--- config.mk ---
export PLATFORM = sky130hd
export DESIGN_NAME = accum_addsub_param
export DESIGN_NICKNAME = d
export VERILOG_FILES = /design/src/rtl/accum_addsub_param.sv
export SDC_FILE = /design/constraint.sdc
export NUM_CORES = 1
export LEC_CHECK = 0
export CAP_MARGIN = 20
export CORE_MARGIN = 1.5
export CORE_UTILIZATION = 30
export CTS_BUF_LIST = sky130_fd_sc_hd__clkbuf_4
export DETAILED_ROUTE_END_ITERATION = 10
export PLACE_DENSITY = 0.51
export SYNTH_ARGS = -nofsm -noshare
export SYNTH_HDL_FRONTEND = slang
export SYNTH_SLANG_ARGS = --single-unit
--- constraint.sdc ---
create_clock -name i_clk -period 3.85 [get_ports i_clk]
set_clock_uncertainty 0.15 [all_clocks]
set_input_delay 0.77 -clock i_clk [delete_from_list [all_inputs] [get_ports i_clk]]
set_output_delay 0.77 -clock i_clk [all_outputs]
set_load 0.005 [all_outputs]
--- src/rtl/accum_addsub_param.sv ---
// Registered signed add/subtract accumulator with generic width,
// optional saturation, synchronous clear, sample enable and sticky overflow.
// Two stages: operand capture, then accumulate into the running result.
module accum_addsub_param #(
  parameter int WIDTH  = 8,
  parameter bit SAT_EN = 1'b0
) (
  input  logic             i_clk,
  input  logic             ni_rst,
  input  logic             i_en,
  input  logic             i_clr,
  input  logic [WIDTH-1:0] i_a,
  input  logic             add_sub,
  output logic [WIDTH-1:0] o_sum,
  output logic             o_carry,
  output logic             o_ovf,
  output logic             o_ovf_sticky,
  output logic             o_sat
);

  localparam logic [WIDTH-1:0] SMAX = {1'b0, {(WIDTH-1){1'b1}}};
  localparam logic [WIDTH-1:0] SMIN = {1'b1, {(WIDTH-1){1'b0}}};

  typedef struct packed {
    logic             sub;
    logic [WIDTH-1:0] a;
  } op_t;

  op_t              op_q;
  logic [1:1]       vld_pipe;
  logic [WIDTH-1:0] b_eff;
  logic [WIDTH:0]   sum_w;
  logic             ovf_w;
  logic             sat_w;
  logic [WIDTH-1:0] res_nxt;

  // Effective addition in WIDTH+1 bits; subtraction as ~b + 1 so the top
  // bit is carry for add and no-borrow for subtract.
  always_comb begin
    b_eff   = op_q.sub ? ~op_q.a : op_q.a;
    sum_w   = {1'b0, o_sum} + {1'b0, b_eff} + {{WIDTH{1'b0}}, op_q.sub};
    ovf_w   = (o_sum[WIDTH-1] == b_eff[WIDTH-1]) &&
              (sum_w[WIDTH-1] != o_sum[WIDTH-1]);
    sat_w   = SAT_EN & ovf_w;
    res_nxt = sum_w[WIDTH-1:0];
    // Overflow direction follows the common operand sign.
    if (sat_w) res_nxt = o_sum[WIDTH-1] ? SMIN : SMAX;
  end

  // Stage 1: capture operand and mode when enabled; valid tracks enable.
  always_ff @(posedge i_clk or negedge ni_rst) begin
    if (!ni_rst) begin
      op_q        <= '0;
      vld_pipe[1] <= 1'b0;
    end else if (i_clr) begin
      op_q        <= '0;
      vld_pipe[1] <= 1'b0;
    end else begin
      vld_pipe[1] <= i_en;
      if (i_en) op_q <= '{sub: add_sub, a: i_a};
    end
  end

  // Stage 2: accumulate and update flags only for a valid operand.
  always_ff @(posedge i_clk or negedge ni_rst) begin
    if (!ni_rst) begin
      o_sum        <= '0;
      o_carry      <= 1'b0;
      o_ovf        <= 1'b0;
      o_ovf_sticky <= 1'b0;
      o_sat        <= 1'b0;
    end else if (i_clr) begin
      o_sum        <= '0;
      o_carry      <= 1'b0;
      o_ovf        <= 1'b0;
      o_ovf_sticky <= 1'b0;
      o_sat        <= 1'b0;
    end else if (vld_pipe[1]) begin
      o_sum        <= res_nxt;
      o_carry      <= sum_w[WIDTH];
      o_ovf        <= ovf_w;
      o_ovf_sticky <= o_ovf_sticky | ovf_w;
      o_sat        <= sat_w;
    end
  end

endmodule

==> summary.md <==
| Metric | Value |
|---|---|
| WHS Path Cells | `2` |
| Lkg Pwr | `about 0.75 nW` |
| R2r endpoint | `o_sum[6]` |
| DR vias | `between 900 and 1000` |
| Net Count, Synth | `144` |
| Antenna Cells | `0` |
| R2r setup slk | `between 1 and 1.5 ns` |
| Share of cells above drive strength 1 | `8.276%` |
| Worst IR Drop VDD | `approximately 0.16 mV` |
| Starting Density | `31.03%` |
| Top Ports | `25` |
| CTS clk-pin slew, worst paths | `0.13 ns` |
| Actual slew at the worst max-slew pin | `roughly 0.86 ns` |
| Synth Area per Inst | `10.09 um2` |
| Cell count after synthesis | `123` |
| Clk sinks | `21` |
| CP Class | `flop to flop` |
| FMAX | `387.1 MHz` |
| Hold Path End | `o_ovf` |
| Clk pwr share | `between 20% and 30%` |
| Die H | `~67 um` |
| Pwr Total | `0.0004806 W` |
| Final GP Congestion | `around 0.75` |
| Pre-antenna DRT Iters | `4` |
| Synth top area share | `between 40 and 50%` |
| Cell Chain, Critical Path | `mux2i_1, inv_1, fa_1, a21o_1, a21oi_2, o21ai_1, or4_1, nand3_1` |
| Yosys reg bits | `21` |
| Netlist cell types | `35` |
| Max_slew headroom | `42.31%` |
| Initial antenna violation count | `0` |
| Comb pwr share | `roughly 24%` |
| Hold Vio Cnt, Final | `0` |
| WL/cell | `12.72 um` |
| Hold slack | `0.3576 ns` |
| Seq/Total Area, Yosys | `between 40% and 50%` |
| Pin count of the biggest net entering global routing | `25` |
| Min-delay src | `o_ovf` |
| Final setup fails | `0` |
| HPWL Detailed | `1813 um` |
| Clk_lat worst skew | `approximately 0.32 ns` |
| Resized Gates After CTS | `0` |
| Req. time, crit path | `slightly below 4 ns` |
| RSZ-0062 raised after global routing | `false` |
| Critical path's largest stage delay | `about 0.55 ns` |
| 1st-iter DRT viols | `17` |
| Number of flops mapped to enable cells by yosys | `0` |
| Status | `completed` |
| Core footprint | `4000 um2` |
| Clock tree buffer depth | `2` |
| Sequential share of power | `51.7%` |
| Drt drc | `0` |
| Min-delay worst type | `flop to flop` |
| Max Cap Viol | `0` |
| Multi-input logic area | `674.4 um2` |
| CTS tree | `built` |
| Fin. max-slew vios | `0` |
| CTS buffer count | `3` |
| I/O Buffers | `23` |
| Int Pwr | `0.0003339 W` |
| Root Buffer | `clkbuf_4` |
| Setup bufs post-CTS | `0` |
| Layout Nets | `167` |
| Largest area contributor in the synthesized netlist | `dfrtp_1` |
| Switching Fraction | `30.52%` |
| First-pass GRT wire length | `around 4200 um` |
| Std cell rows | `23` |
| Die width | `about 67 um` |
| Via-per-instance ratio | `between 4 and 5` |
| FF-to-FF path depth | `8` |
| Routed WL | `about 2500 um` |
| Worst setup EP type | `flop` |
| Vias in the first global route | `893` |
| PD cells | `~310 nW/um2` |
| Crit-path max FO | `9` |
| Antenna viol nets, final | `0` |
| Crit path launch type | `flop` |
| Psw | `0.0001467 W` |
| Hold_buf cts | `0` |
| Synth area leaders | `dfrtp_1, mux2i_1, ha_1` |
| Warnings, synthesis | `0` |
| Setup TNS Final | `0 ns` |
| Sequential cell area | `between 500 and 600 um2` |
| Reg2Reg Launch Point | `op_q[8]` |
| Async S/R FF share, synth | `between 90% and 100%` |
| Remaining Overflow, GRT | `0` |
| Top FF cell, synth | `dfrtp_1` |
| Die Area | `approximately 4500 um2` |
| Area Overhead vs Synth | `24.50%` |
| WP data arrival | `approximately 2.7 ns` |
| Total GRT Usage | `roughly an eighth` |
| Critical path's slowest cell | `dfrtp_1` |
| Mapped cell area | `roughly 1200 um2` |
| Final period util | `67.10%` |
| CTS H-tree depth | `1` |
| Fillers | `~400` |
| Post-synth top cells | `dfrtp_1, nor2_1, mux2i_1` |
| Min Tclk post-route | `between 2 and 3 ns` |
flip-flops by register name, indices dropped and copies added (netlist names):
name / flops
o_sum: 8
o_carry: 1
vld_pipe: 1
o_ovf: 1
op_q: 9
o_ovf_sticky: 1
worst max-delay path by stage:
stage	startpoint	cells after the start	to	slack [ns]
finish	op_q[8]	8	o_sum[6]	1.27
global route	op_q[8]	8	o_sum[6]	1.12
CTS	op_q[8]	8	o_sum[6]	1.25
detailed placement	i_clr	5	o_ovf_sticky	1.12
global placement	i_clr	5	o_ovf_sticky	1.17
floorplan	op_q[8]	9	o_sum[6]	1.53
power groups by stage:
stage	Clock (W)	Sequential, W	Combinational [W]
after global routing	0.000134	0.000251	0.000129
after floorplan	0	0.000248	0.0000759
after CTS	0.000119	0.000249	0.000116
after global placement	0	0.000252	0.000113
final	0.000116	0.000249	0.000116
after detailed placement	0	0.000253	0.000115
stage by stage:
stage,utilization (%),worst slack (ns),instances,cell area [um2]
2_1_floorplan,-,1.534,123,1241
3_3_place_gp,37.50,1.166,190,1500
3_5_place_dp,37.50,1.124,190,1500
4_1_cts,38.25,1.251,194,1530
5_1_grt,38.63,1.116,195,1545
6_report,38.63,1.266,195,1545
critical path, delay by kind of cell (launching register included):
family	cells	cell delay (ns)
adder cells (fa/ha/maj)	1	0.41
flip-flops	1	0.55
multiplexers	1	0.27
AO/OA/AOI/OAI	3	0.50
AND/OR/NAND/NOR	2	0.56
buffers and inverters	1	0.08
cell families after synthesis:
family,count (synthesis),share of synthesized area [%]
AND/OR/NAND/NOR,42,15.73
buffers and inverters,8,3.327
other,1,0.3021
AO/OA/AOI/OAI,17,9.779
XOR/XNOR,12,8.468
adder cells (fa/ha/maj),8,8.669
multiplexers,14,11.39
flip-flops,21,42.34
metal layers:
layer	global-route usage [%]	wire length, um	vias to the layer above
li1	-	-	469
met1	15.82	1223	430
met2	20.79	1159	12
met3	2.000	53	4
met4	6.122	46	0
met5	0	0	-
layout make-up:
type                            instances  area share, %
Multi-Input combinational cell         94          43.64
Sequential cell                        21          34.01
Timing Repair Buffer                   24          15.87
Tap cell                               50          4.049
Clock buffer                            3          1.457
Clock inverter                          1         0.4858
Inverter                                2         0.4858
cell usage in the layout (no fill, tap or decap), drive strengths merged, types with 2 or more instances in the layout:
cell type / count
xor2: 10
clkdlybuf4s50: 23
a21o: 2
nand2: 9
inv: 2
nand2b: 2
a21oi: 5
nor2: 21
xnor2: 2
o21ai: 6
and2: 2
nand3: 3
clkbuf: 3
dfrtp: 21
mux2i: 13
ha: 7
Power figures use the tool's default switching activity.
